File: src/rtl/victim_cache_ctrl.sv
// Victim cache controller: fully associative tag/valid/dirty store sitting behind the dcache.
// Handles miss lookups, eviction inserts with writeback of displaced dirty lines, and flush.
module victim_cache_ctrl #(
  parameter int unsigned VC_ENTRIES = 4,
  parameter int unsigned TAG_BITS   = 26,
  localparam int unsigned IDX_W     = $clog2(VC_ENTRIES)
) (
  input  logic                clk,
  input  logic                rst_n,
  input  logic                lookup_req_i,
  input  logic [TAG_BITS-1:0] lookup_tag_i,
  input  logic                lookup_take_i,
  output logic                lookup_valid_o,
  output logic                lookup_hit_o,
  output logic [IDX_W-1:0]    lookup_idx_o,
  output logic                lookup_dirty_o,
  input  logic                insert_req_i,
  input  logic [TAG_BITS-1:0] insert_tag_i,
  input  logic                insert_dirty_i,
  output logic                insert_ack_o,
  output logic                vc_data_wr_o,
  output logic [IDX_W-1:0]    vc_data_idx_o,
  output logic                vc2mem_req_o,
  output logic                vc2mem_wr_o,
  input  logic                mem2vc_ack_i,
  output logic                vc2mem_kill_o,
  input  logic                flush_i,
  output logic                flush_done_o,
  input  logic                kill_i,
  output logic                busy_o,
  output logic [IDX_W:0]      occupancy_o
);

  typedef enum logic [2:0] {
    StIdle, StWb, StInsert, StFlushScan, StFlushWb, StFlushDone
  } state_e;

  localparam logic [IDX_W-1:0] LastIdx = IDX_W'(VC_ENTRIES - 1);

  state_e                state_q, state_d;
  logic [VC_ENTRIES-1:0] valid_q, valid_d, dirty_q, dirty_d;
  logic [TAG_BITS-1:0]   tag_q [VC_ENTRIES];
  logic [IDX_W-1:0]      rr_q, rr_d, scan_q, scan_d, tgt_q, tgt_d;
  logic                  dup_q, dup_d;
  logic [TAG_BITS-1:0]   ins_tag_q, ins_tag_d;
  logic                  ins_dirty_q, ins_dirty_d;
  logic                  lk_valid_q, lk_valid_d, lk_hit_q, lk_hit_d, lk_dirty_q, lk_dirty_d;
  logic [IDX_W-1:0]      lk_idx_q, lk_idx_d;
  logic                  tag_we, scan_end;

  logic [VC_ENTRIES-1:0] lk_match, ins_match;
  logic [IDX_W-1:0]      lk_sel, ins_sel, free_sel;
  logic [IDX_W:0]        occ;

  // Associative compare and lowest-index priority encoders.
  always_comb begin
    lk_match  = '0;
    ins_match = '0;
    lk_sel    = '0;
    ins_sel   = '0;
    free_sel  = '0;
    occ       = '0;
    for (int i = 0; i < VC_ENTRIES; i++) begin
      lk_match[i]  = valid_q[i] && (tag_q[i] == lookup_tag_i);
      ins_match[i] = valid_q[i] && (tag_q[i] == insert_tag_i);
      occ          = occ + (IDX_W+1)'(valid_q[i]);
    end
    for (int i = VC_ENTRIES - 1; i >= 0; i--) begin
      if (lk_match[i])  lk_sel   = IDX_W'(i);
      if (ins_match[i]) ins_sel  = IDX_W'(i);
      if (!valid_q[i])  free_sel = IDX_W'(i);
    end
  end

  always_comb begin
    state_d     = state_q;
    valid_d     = valid_q;
    dirty_d     = dirty_q;
    rr_d        = rr_q;
    scan_d      = scan_q;
    tgt_d       = tgt_q;
    dup_d       = dup_q;
    ins_tag_d   = ins_tag_q;
    ins_dirty_d = ins_dirty_q;
    lk_valid_d  = 1'b0;
    lk_hit_d    = 1'b0;
    lk_idx_d    = '0;
    lk_dirty_d  = 1'b0;
    tag_we      = 1'b0;
    scan_end    = 1'b0;
    if (kill_i) begin
      state_d = StIdle;
      scan_d  = '0;
    end else begin
      unique case (state_q)
        StIdle: begin
          if (flush_i) begin
            state_d = StFlushScan;
            scan_d  = '0;
          end else if (insert_req_i) begin
            ins_tag_d   = insert_tag_i;
            ins_dirty_d = insert_dirty_i;
            state_d     = StInsert;
            if (|ins_match) begin
              tgt_d = ins_sel;
              dup_d = 1'b1;
            end else if (!(&valid_q)) begin
              tgt_d = free_sel;
              dup_d = 1'b0;
            end else begin
              // Buffer full: displace the round-robin victim, writing it back if dirty.
              tgt_d = rr_q;
              dup_d = 1'b0;
              rr_d  = rr_q + 1'b1;
              if (dirty_q[rr_q]) state_d = StWb;
            end
          end else if (lookup_req_i) begin
            lk_valid_d = 1'b1;
            lk_hit_d   = |lk_match;
            lk_idx_d   = lk_hit_d ? lk_sel : '0;
            lk_dirty_d = lk_hit_d && dirty_q[lk_sel];
            if (lk_hit_d && lookup_take_i) begin
              valid_d[lk_sel] = 1'b0;
              dirty_d[lk_sel] = 1'b0;
            end
          end
        end
        StWb: if (mem2vc_ack_i) state_d = StInsert;
        StInsert: begin
          valid_d[tgt_q] = 1'b1;
          dirty_d[tgt_q] = ins_dirty_q | (dup_q & dirty_q[tgt_q]);
          tag_we         = 1'b1;
          state_d        = StIdle;
        end
        StFlushScan: begin
          if (valid_q[scan_q] && dirty_q[scan_q]) state_d = StFlushWb;
          else if (scan_q == LastIdx)             scan_end = 1'b1;
          else                                    scan_d = scan_q + 1'b1;
        end
        StFlushWb: begin
          if (mem2vc_ack_i) begin
            dirty_d[scan_q] = 1'b0;
            if (scan_q == LastIdx) begin
              scan_end = 1'b1;
            end else begin
              scan_d  = scan_q + 1'b1;
              state_d = StFlushScan;
            end
          end
        end
        StFlushDone: state_d = StIdle;
        default:     state_d = StIdle;
      endcase
      if (scan_end) begin
        valid_d = '0;
        dirty_d = '0;
        rr_d    = '0;
        scan_d  = '0;
        state_d = StFlushDone;
      end
    end
  end

  always_ff @(posedge clk) begin
    if (!rst_n) begin
      state_q     <= StIdle;
      valid_q     <= '0;
      dirty_q     <= '0;
      rr_q        <= '0;
      scan_q      <= '0;
      tgt_q       <= '0;
      dup_q       <= 1'b0;
      ins_tag_q   <= '0;
      ins_dirty_q <= 1'b0;
      lk_valid_q  <= 1'b0;
      lk_hit_q    <= 1'b0;
      lk_idx_q    <= '0;
      lk_dirty_q  <= 1'b0;
    end else begin
      state_q     <= state_d;
      valid_q     <= valid_d;
      dirty_q     <= dirty_d;
      rr_q        <= rr_d;
      scan_q      <= scan_d;
      tgt_q       <= tgt_d;
      dup_q       <= dup_d;
      ins_tag_q   <= ins_tag_d;
      ins_dirty_q <= ins_dirty_d;
      lk_valid_q  <= lk_valid_d;
      lk_hit_q    <= lk_hit_d;
      lk_idx_q    <= lk_idx_d;
      lk_dirty_q  <= lk_dirty_d;
    end
  end

  // Tags are qualified by valid, so they carry no reset.
  always_ff @(posedge clk) begin
    if (rst_n && tag_we) tag_q[tgt_q] <= ins_tag_q;
  end

  assign lookup_valid_o = lk_valid_q;
  assign lookup_hit_o   = lk_hit_q;
  assign lookup_idx_o   = lk_idx_q;
  assign lookup_dirty_o = lk_dirty_q;
  assign vc2mem_req_o   = ((state_q == StWb) || (state_q == StFlushWb)) && !kill_i;
  assign vc2mem_wr_o    = vc2mem_req_o;
  assign vc2mem_kill_o  = kill_i;
  assign vc_data_wr_o   = (state_q == StInsert) && !kill_i;
  assign insert_ack_o   = vc_data_wr_o;
  assign vc_data_idx_o  = (state_q == StFlushWb) ? scan_q :
                          ((state_q == StWb) || (state_q == StInsert)) ? tgt_q : '0;
  assign flush_done_o   = (state_q == StFlushDone);
  assign busy_o         = (state_q != StIdle);
  assign occupancy_o    = occ;

endmodule

File: config.mk
export PLATFORM = sky130hd
export DESIGN_NAME = victim_cache_ctrl
export DESIGN_NICKNAME = d
export VERILOG_FILES = /design/src/rtl/victim_cache_ctrl.sv
export SDC_FILE = /design/constraint.sdc
export NUM_CORES = 1
export LEC_CHECK = 0
export ABC_CLOCK_PERIOD_IN_PS = 11700
export CAP_MARGIN = 20
export CORE_ASPECT_RATIO = 1.5
export CORE_MARGIN = 2
export CORE_UTILIZATION = 63
export DETAILED_ROUTE_END_ITERATION = 16
export HOLD_SLACK_MARGIN = 0.06
export PLACE_DENSITY = 0.86
export SLEW_MARGIN = 20
export SYNTH_ARGS = -nofsm -noshare
export SYNTH_HDL_FRONTEND = slang
export SYNTH_SLANG_ARGS = --single-unit
File: constraint.sdc
create_clock -name clk -period 11.7 [get_ports clk]
set_clock_uncertainty 0.05 [all_clocks]
set_input_delay 3.51 -clock clk [delete_from_list [all_inputs] [get_ports clk]]
set_output_delay 3.51 -clock clk [all_outputs]
set_load 0.01 [all_outputs]
==> results of run 1 <==
worst paths after layout:
path | startpoint | endpoint | cells after the start
setup / recovery | kill_i | vc2mem_wr_o | 3
hold / removal | ins_dirty_q | ins_dirty_q | 2
hold reg to reg | ins_dirty_q | ins_dirty_q | 2
setup reg to reg | state_q[2] | dirty_q[0] | 7
logic make-up after synthesis:
kind of cell | after synthesis | share of synthesized area [%]
and+or+nand+nor | 227 | 14.1
xor gates and xnor gates | 209 | 21.8
DFF | 154 | 49.2
AOI/OAI and AO/OA | 100 | 8.42
buffers and inverters | 67 | 3.88
adders and majority gates | 8 | 1.28
muxes | 7 | 1.30
synth_stat cells (5+ instances only):
| cell type | instances | share of area [%] |
|---|---|---|
| a21oi_1 | 14 | 0.84 |
| edfxtp_1 | 104 | 37 |
| dfxtp_1 | 50 | 12 |
| nor2_1 | 18 | 0.81 |
| a21boi_0 | 30 | 2.7 |
| clkbuf_1 | 17 | 0.76 |
| buf_2 | 23 | 1.4 |
| a211oi_1 | 5 | 0.45 |
| a31oi_1 | 6 | 0.45 |
| nor3_1 | 15 | 0.90 |
| inv_1 | 17 | 0.76 |
| nor4_1 | 27 | 2.0 |
| and2_1 | 6 | 0.45 |
| nand4_1 | 34 | 2.5 |
| nand3_1 | 15 | 0.90 |
| xnor2_1 | 116 | 12 |
| ha_1 | 7 | 1.0 |
| nand2_1 | 88 | 3.9 |
| and3_1 | 5 | 0.37 |
| o21ai_0 | 15 | 0.90 |
| xor2_1 | 93 | 9.7 |
report_power, final:
| group | switching, W | internal, W |
|---|---|---|
| registers | 0.00000980 | 0.000585 |
| logic | 0.0000745 | 0.0000564 |
| clock network | 0.000248 | 0.000345 |
tightest hold or removal path, stage by stage (launching register included):
cell	delay, ps
dfxtp_1	320
nand2_1	50
a21boi_0	60
state kept, by name (all words and copies together) (netlist names):
| register | cells |
|---|---|
| ins_tag_q | 26 |
| scan_q | 2 |
| ins_dirty_q | 1 |
| state_q | 3 |
| lookup_idx_o | 2 |
| valid_q | 4 |
| rr_q | 2 |
| tgt_q | 2 |
| lookup_hit_o | 1 |
| lookup_valid_o | 1 |
| dup_q | 1 |
| lookup_dirty_o | 1 |
| dirty_q | 4 |
| tag_q | 104 |
layer usage:
layer	vias to the layer above	GRT usage [%]	wire length (um)
met5	-	0	0
met4	0	25.1	2040
met3	99	6.65	1580
met2	344	64.0	13300
met1	3059	39.0	8440
li1	2826	-	-
through the flow:
step                area, um^2  worst slack, ps  instances
CTS                       9780             3170        996
global route              9780             3040        996
floorplan                 8380             3910        772
finish                    9780             3140        996
detailed placement        9150             3180        964
global placement          9150             3190        964
cells in the final DEF, fill, tap and decap left out, types with 17 or more instances in the layout:
cell / n
a21boi_0: 30
clkbuf_16: 17
clkdlybuf4s50_1: 77
dfxtp_1: 50
edfxtp_1: 104
inv_1: 17
nand2_1: 88
nand4_1: 34
nor4_1: 27
xnor2_1: 116
xor2_1: 93
final cells by class:
class	instances	area [um^2]	share of cell area, %
sequential	154	4120	42.2
clock inverter	15	204	2.08
clock buffer	17	425	4.35
multi-input combinational	551	3950	40.4
timing repair buffer	83	816	8.34
inverter	17	63.8	0.652
tap	159	199	2.03
==> reports/qor.csv, run 1 <==
stage,metric,value,unit
worst_setup_path,path_buf_inv,2,
synthesis,ys_ff_latch,154,
clock_tree,path_clk_slew,70,ps
grt,grt_pass1_wl,38500,um
sta,hold_viol,0,
worst_setup_path,crit_path_end_kind,output pin,
worst_setup_path,critical-path-top-delay-family,buffers and inverters,
synthesis,netlist_area,8380,um^2
synthesis,syn-instance-count,772,
place,io_buffers,77,
clock_tree,h-tree-depth,4,
floorplan,die-area,14300,um^2
floorplan,design.core.area,13000,um^2
sta,worstMarginPinSlew,854,ps
detailed_routing,first_iter_violations,566,
detailed_routing,routedWlPerCell,25.5,um
sta,setup_tns,0,ps
worst_setup_path,worst-setup-path-type,input port to output pin,
synthesis,syn_nets,841,
detailed_routing,routed_wl,25400,um
place,place.gp.congestion,0.991,
sta,rsz0062_at_grt,false,
layout,fillers,906,
detailed_routing,avgViaCountPerCell,6.35,
clock_tree,cts_hold_buf,0,
sta,min_period_over_period,73.1,%
floorplan,ios,78,
worst_setup_path,cp.required,8140,ps
layout,diodes,0,
synthesis,yosysSeqAreaShare,49.2,%
sta,whs,423,ps
floorplan,initial_core_util,64.4,%
place,dpl.hpwl,19000,um
grt,grt_max_degree,45,
grt,antenna_found_initial,0,
job,max-cap-violations,0,
worst_setup_path,cpMaxStageDelayCell,clkdlybuf4s50_1,
clock_tree,post-cts-setup-buffer-count,0,
layout,fin_nets,893,
synthesis,ys_types,63,
pwr,powerDensity,135,nW/um^2
layout,drive_gt1_share,6.93,%
clock_tree,cts_tree,built,
clock_tree,postCtsResizedCells,0,
layout,syn_to_final_growth,16.7,%
detailed_routing,drc,0,
sta,period_minus_slack,8560,ps
sta,setup_viol,0,
pwr,total_power,0.00132,W
floorplan,num_rows,51,
worst_setup_path,crit_chain,"clkdlybuf4s50_1, nor3_1, clkdlybuf4s50_1",
detailed_routing,ant_nets,0,
synthesis,yosys_warnings,0,
outcome,status,"complete, no violations",
clock_tree,clock_latency,430,ps
sta,slew_headroom,43.1,%
clock_tree,clock_path_buffers,2,
floorplan,die_height,145,um
pwr,max-vdd-ir-drop,125,uV
clock_tree,cts-root-buf,clkbuf_16,
worst_hold_path,holdCritPathClass,flop to flop,
grt,globalRouteTotalUtil,36.4,%
worst_setup_path,path_max_fanout,10,
worst_setup_path,cp-start-kind,input port,
clock_tree,clock_sinks,154,
worst_setup_path,slowest_delay,600,ps
synthesis,synth-main-ff-cell,edfxtp_1,
grt,grt_overflow_total,0,
synthesis,syn_avg_cell_area,10.9,um^2
synthesis,synth_edf_count,104,
layout,fin_util,75.2,%
sta,slew_viol_final,0,
sta,fmax,0.117,GHz
worst_setup_path,crit_top_cell,clkdlybuf4s50_1,
detailed_routing,num_vias,6328,
synthesis,synthArstFlopShare,0,%
clock_tree,cts_buffers,17,
floorplan,die_w,98.2,um
worst_setup_path,rrSetupSlack,8860,ps
pwr,p_leak,3.13,nW
worst_setup_path,arrival,5000,ps
grt,grt_pass1_vias,6565,
detailed_routing,dr.pass1.iters,7,
No activity file was read; power rests on OpenSTA's default activity.
==> run 2, diff against run 1 <==
--- a/config.mk
+++ b/config.mk
@@ -5,14 +5,14 @@
 export SDC_FILE = /design/constraint.sdc
 export NUM_CORES = 1
 export LEC_CHECK = 0
-export ABC_CLOCK_PERIOD_IN_PS = 11700
+export ABC_CLOCK_PERIOD_IN_PS = 8119
 export CAP_MARGIN = 20
 export CORE_ASPECT_RATIO = 1.5
 export CORE_MARGIN = 2
-export CORE_UTILIZATION = 63
+export CORE_UTILIZATION = 58
 export DETAILED_ROUTE_END_ITERATION = 16
 export HOLD_SLACK_MARGIN = 0.06
-export PLACE_DENSITY = 0.86
+export PLACE_DENSITY = 0.8
 export SLEW_MARGIN = 20
 export SYNTH_ARGS = -nofsm -noshare
 export SYNTH_HDL_FRONTEND = slang
==> constraint.sdc (replaced) <==
create_clock -name clk -period 8.12 [get_ports clk]
set_clock_uncertainty 0.05 [all_clocks]
set_input_delay 2.436 -clock clk [delete_from_list [all_inputs] [get_ports clk]]
set_output_delay 2.436 -clock clk [all_outputs]
set_load 0.01 [all_outputs]
==> run 2 against run 1 <==
Register-to-register slack worse by 3600 ps. Total power grew 43%. Die area grew 8.3%. Critical path type unchanged. Sequential share of layout area down 0.12 points. First-iteration DRC count rose by 16%. Largest cell class unchanged. Non-clock buffer count grew 1. Cell count is 3.4% higher. Final area increased by 0.29%.
==> reports/qor.csv, run 2 (same netlist as run 1, synthesis figures left out) <==
stage,metric,value,unit
layout,diodes,0,
layout,syn_to_final_growth,17.0,%
layout,fin_nets,894,
grt,grt_overflow_total,0,
pwr,combPwrFrac,10.0,%
floorplan,design.core.area,14100,um^2
layout,largest_reg_flops,104,
layout,fillers,1119,
worst_setup_path,path_buf_inv,2,
detailed_routing,ant_nets,0,
sta,min_period_over_period,78.4,%
worst_setup_path,rrSetupSlack,5310,ps
worst_hold_path,hold_path_end,dup_q,
worst_setup_path,slowest_delay,580,ps
outcome,status,"complete, no violations",
sta,fmax,0.157,GHz
sta,rsz0062_at_grt,false,
grt,grt_pass1_vias,6451,
worst_setup_path,critical-path-top-delay-family,buffers and inverters,
worst_setup_path,crit_chain,"clkdlybuf4s50_1, nor3_1, clkdlybuf4s50_1",
worst_setup_path,reg2reg_to,dirty_q[0],
worst_hold_path,worstHoldStart,dup_q,
detailed_routing,highest_layer,met4,
worst_setup_path,crit_top_cell,clkdlybuf4s50_1,
sta,hold_viol,0,
grt,grt_max_degree,45,
grt,globalRouteTotalUtil,34.4,%
sta,setup_tns,0,ps
worst_setup_path,arrival,3880,ps
job,max-cap-violations,0,
sta,slew_headroom,49.1,%
detailed_routing,num_vias,6315,
clock_tree,cts_tree,built,
clock_tree,cts_buffers,17,
pwr,powerDensity,192,nW/um^2
floorplan,die_height,151,um
detailed_routing,drc,0,
detailed_routing,routedWlPerCell,24.8,um
sta,period_minus_slack,6370,ps
pwr,max-vdd-ir-drop,135,uV
clock_tree,clock_latency,430,ps
layout,reg.largest.list,"tag_q x104, ins_tag_q x26",
floorplan,die-area,15500,um^2
worst_setup_path,crit_path_end_kind,output pin,
layout,final_common_cell,xnor2_1,
detailed_routing,wl_met2,13500,um
worst_setup_path,cp.required,5630,ps
pwr,p_clk_share,44.4,%
layout,drive_gt1_share,6.92,%
detailed_routing,first_iter_violations,654,
worst_hold_path,whs_path_depth,2,
worst_setup_path,worst-setup-path-type,input port to output pin,
detailed_routing,avgViaCountPerCell,6.13,
clock_tree,cts_hold_buf,0,
pwr,switchingPower,0.000464,W
sta,setup_viol,0,
floorplan,die_w,102,um
sta,worstMarginPinSlew,756,ps
clock_tree,h-tree-depth,4,
clock_tree,cts-root-buf,clkbuf_16,
floorplan,initial_core_util,59.6,%
worst_setup_path,r2r_start,state_q[2],
place,io_buffers,77,
detailed_routing,routed_wl,25500,um
worst_setup_path,cp-start-kind,input port,
floorplan,ios,78,
clock_tree,clock_path_buffers,2,
detailed_routing,m1WireLength,8590,um
layout,layout.area.seq,4120,um^2
layout,largest_register,tag_q,
clock_tree,path_clk_slew,60,ps
floorplan,num_rows,53,
sta,slew_viol_final,0,
pwr,p_int,0.00142,W
worst_hold_path,holdCritPathClass,flop to flop,
worst_setup_path,cpMaxStageDelayCell,clkdlybuf4s50_1,
pwr,total_power,0.00188,W
clock_tree,postCtsResizedCells,0,
pwr,swShare,24.7,%
place,dpl.hpwl,19000,um
worst_setup_path,path_max_fanout,10,
grt,antenna_found_initial,0,
worst_setup_path,r2r.worst_path.cells,7,
detailed_routing,route.met3.wl,1470,um
grt,grt_pass1_wl,38100,um
clock_tree,post-cts-setup-buffer-count,0,
clock_tree,clock_sinks,154,
pwr,p_leak,3.13,nW
place,place.gp.congestion,0.992,
detailed_routing,dr.pass1.iters,7,
pwr,seq_power_share,45.5,%
layout,multi_input_area,3950,um^2
layout,layout_common_cells,"116 x xnor2_1, 104 x edfxtp_1, 93 x xor2_1, 88 x nand2_1, 77 x clkdlybuf4s50_1",
[run 2: cell types whose count changed in the layout (fill, tap and decap cells not counted)]
cell      previous run  this run
buf_4                6         7
inv_6                4         5
clkinv_1             1         0
clkinv_2             0         2
nand3_1             14        15
clkbuf_1             0         1
clkinv_4             2         0
clkinv_8             1         0
nand3_2              1         0
[run 2: metal layers]
metal | vias to the layer above | GRT usage [%]
met5 | - | 0
met4 | 0 | 23.2
met3 | 87 | 5.63
met2 | 330 | 61.6
met1 | 3064 | 36.4
li1 | 2834 | -
[run 2: layout make-up]
| cell class | count | area share [%] |
|---|---|---|
| Timing Repair Buffer | 84 | 8.39 |
| Inverter | 17 | 0.650 |
| Clock inverter | 14 | 1.89 |
| Tap cell | 192 | 2.45 |
| Clock buffer | 18 | 4.37 |
| Multi-Input combinational cell | 551 | 40.2 |
| Sequential cell | 154 | 42.0 |
[run 2: through the flow]
stage	utilization [%]	hold slack [ps]	setup WS, ps	area (um^2)	std cells
floorplan	-	392	2480	8380	772
global placement	65.4	405	1740	9200	998
detailed placement	65.4	433	1760	9200	998
CTS	69.8	441	1760	9810	1030
global route	69.8	449	1680	9810	1030
finish	69.8	441	1750	9810	1030
[run 2: tightest hold or removal path, cell delays in order, from the launching register on]
cell and delay (ps):
dfxtp_1 310, nand2_1 50, a21boi_0 70
[run 2: worst max path at each step]
stage	endpoint	startpoint	slack (ps)	cells after the start
global route	vc2mem_req_o	kill_i	1680	3
floorplan	vc2mem_wr_o	kill_i	2480	3
finish	vc2mem_wr_o	kill_i	1750	3
CTS	vc2mem_wr_o	kill_i	1760	3
detailed placement	vc2mem_wr_o	kill_i	1760	3
global placement	vc2mem_wr_o	kill_i	1740	3
[run 2: power by group through the flow]
stage | clock network, W | logic [W] | registers, W
after floorplan | 0 | 0.000109 | 0.000867
after global placement | 0 | 0.000183 | 0.000873
after detailed placement | 0 | 0.000185 | 0.000874
after CTS | 0.000840 | 0.000187 | 0.000857
after global routing | 0.000871 | 0.000198 | 0.000858
final | 0.000836 | 0.000189 | 0.000857
==> run 3, diff against run 2 <==
--- a/config.mk
+++ b/config.mk
@@ -5,7 +5,7 @@
 export SDC_FILE = /design/constraint.sdc
 export NUM_CORES = 1
 export LEC_CHECK = 0
-export ABC_CLOCK_PERIOD_IN_PS = 8119
+export ABC_CLOCK_PERIOD_IN_PS = 6140
 export CAP_MARGIN = 20
 export CORE_ASPECT_RATIO = 1.5
 export CORE_MARGIN = 2
==> constraint.sdc (replaced) <==
create_clock -name clk -period 6.14 [get_ports clk]
set_clock_uncertainty 0.05 [all_clocks]
set_input_delay 1.842 -clock clk [delete_from_list [all_inputs] [get_ports clk]]
set_output_delay 1.842 -clock clk [all_outputs]
set_load 0.01 [all_outputs]
==> run 3 against run 2 <==
Worst setup slack worse by 790 ps. Largest power group unchanged. Routed wire length down 1.8%. Highest routed layer unchanged. Critical path depth unchanged. Via count down 1.1%. Non-clock buffer count unchanged. Hold slack worse by 5.4 ps. Total power up 28%. Clock-buffer cell count down 1. Sequential cell count unchanged.
==> reports/qor.csv, run 3 (same netlist as run 1, synthesis figures left out) <==
stage,metric,value,unit
worst_setup_path,path_max_fanout,10,
detailed_routing,first_iter_violations,482,
clock_tree,cts-root-buf,clkbuf_16,
floorplan,initial_core_util,59.6,%
sta,setup_slack,963,ps
detailed_routing,drc,0,
layout,reg.largest.list,"tag_q x104, ins_tag_q x26",
place,io_buffers,77,
worst_setup_path,r2r_start,state_q[2],
layout,largest_register,tag_q,
floorplan,die-area,15500,um^2
layout,fin_nets,894,
pwr,combPwrFrac,10.2,%
detailed_routing,dr.pass1.iters,5,
clock_tree,cts_hold_buf,0,
pwr,total_power,0.00241,W
worst_setup_path,cp.required,4250,ps
place,place.gp.congestion,1.01,
clock_tree,clock_latency,430,ps
layout,syn_to_final_growth,16.7,%
pwr,powerDensity,246,nW/um^2
worst_setup_path,cp-start-kind,input port,
grt,grt_overflow_total,0,
layout,diodes,0,
floorplan,design.core.area,14100,um^2
layout,fillers,1107,
detailed_routing,num_vias,6245,
worst_hold_path,worstHoldStart,dup_q,
outcome,status,"complete, no violations",
layout,layout_common_cells,"116 x xnor2_1, 104 x edfxtp_1, 93 x xor2_1, 88 x nand2_1, 77 x clkdlybuf4s50_1",
sta,hold_viol,0,
clock_tree,h-tree-depth,4,
worst_setup_path,crit_path_end_kind,output pin,
sta,min_period_over_period,84.3,%
job,max-cap-violations,0,
layout,final_common_cell,xnor2_1,
clock_tree,cts_tree,built,
sta,slew_viol_final,0,
pwr,p_clk_share,42.7,%
pwr,max-vdd-ir-drop,222,uV
clock_tree,path_clk_slew,70,ps
floorplan,die_height,151,um
sta,fmax,0.193,GHz
detailed_routing,routedWlPerCell,24.3,um
layout,multi_input_area,3950,um^2
clock_tree,clock_sinks,154,
sta,rsz0062_at_grt,false,
layout,layout.area.seq,4120,um^2
layout,drive_gt1_share,7.04,%
layout,fin_util,69.6,%
clock_tree,post-cts-setup-buffer-count,0,
sta,setup_viol,0,
worst_setup_path,worst-setup-path-type,input port to output pin,
worst_hold_path,hold_path_end,dup_q,
layout,largest_reg_flops,104,
clock_tree,clock_path_buffers,2,
worst_setup_path,rrSetupSlack,3230,ps
grt,grt_pass1_vias,6453,
worst_hold_path,holdCritPathClass,flop to flop,
detailed_routing,ant_nets,0,
sta,worstMarginPinSlew,760,ps
pwr,seq_power_share,47.1,%
worst_hold_path,whs_path_depth,2,
grt,globalRouteTotalUtil,34.5,%
grt,grt_pass1_wl,37900,um
place,dp_slack,974,ps
worst_setup_path,arrival,3290,ps
grt,antenna_found_initial,0,
sta,period_minus_slack,5180,ps
pwr,p_int,0.00176,W
pwr,swShare,26.7,%
worst_setup_path,reg2reg_to,dirty_q[0],
detailed_routing,avgViaCountPerCell,6.06,
sta,slew_headroom,48.9,%
pwr,p_leak,3.11,nW
floorplan,num_rows,53,
grt,grt_max_degree,45,
pwr,switchingPower,0.000641,W
detailed_routing,routed_wl,25100,um
floorplan,die_w,102,um
clock_tree,cts_buffers,17,
worst_setup_path,r2r.worst_path.cells,7,
sta,setup_tns,0,ps
clock_tree,postCtsResizedCells,0,
floorplan,ios,78,
place,dpl.hpwl,19100,um
==> run 3: cell count changes in the layout (fill, tap and decap cells not counted), sizes merged <==
cell / change
bufinv: -3
clkbuf: -1
clkinv: +4
clkinvlp: +1
inv: -1
==> run 3: power groups by stage <==
stage | combinational [W] | clock [W] | sequential, W
detailed placement | 0.000243 | 0 | 0.00116
CTS | 0.000245 | 0.00103 | 0.00113
floorplan | 0.000144 | 0 | 0.00115
global placement | 0.000242 | 0 | 0.00115
finish | 0.000246 | 0.00103 | 0.00113
global route | 0.000260 | 0.00108 | 0.00113
==> run 3: cell type report <==
cell class	instances	area share, %
tap	192	2.46
sequential	154	42.2
clock inverter	15	1.64
timing repair buffer	84	8.42
multi-input combinational	551	40.3
inverter	17	0.652
clock buffer	17	4.35
==> run 3: worst max-delay path by stage <==
| stage | slack [ps] | depth (start not counted) | startpoint | end |
|---|---|---|---|---|
| after floorplan | 1450 | 4 | kill_i | tag_q[0][0] |
| after global placement | 960 | 3 | kill_i | vc2mem_req_o |
| after detailed placement | 970 | 3 | kill_i | vc2mem_wr_o |
| after CTS | 960 | 3 | kill_i | vc2mem_wr_o |
| after global routing | 890 | 3 | kill_i | vc2mem_wr_o |
| final | 960 | 3 | kill_i | vc2mem_wr_o |
==> run 3: worst max-delay path, stage by stage <==
cell	delay, ps
clkdlybuf4s50_1	580
nor3_1	290
clkdlybuf4s50_1	580
==> run 3: metrics by stage <==
step	hold slack (ps)	cells	instance area, um^2
after floorplan	392	772	8380
after global routing	459	1030	9780
final	436	1030	9780
after CTS	435	1030	9780
after global placement	405	998	9200
after detailed placement	426	998	9200
==> run 3: per-layer routing <==
| layer | track usage [%] | up-vias | wire, um | share of wire, % |
|---|---|---|---|---|
| met5 | 0 | - | 0 | 0 |
| met3 | 6.18 | 105 | 1180 | 4.7 |
| met4 | 24.6 | 0 | 2020 | 8.1 |
| met1 | 36.3 | 3051 | 8670 | 35 |
| met2 | 60.9 | 263 | 13200 | 53 |
| li1 | - | 2826 | - | - |
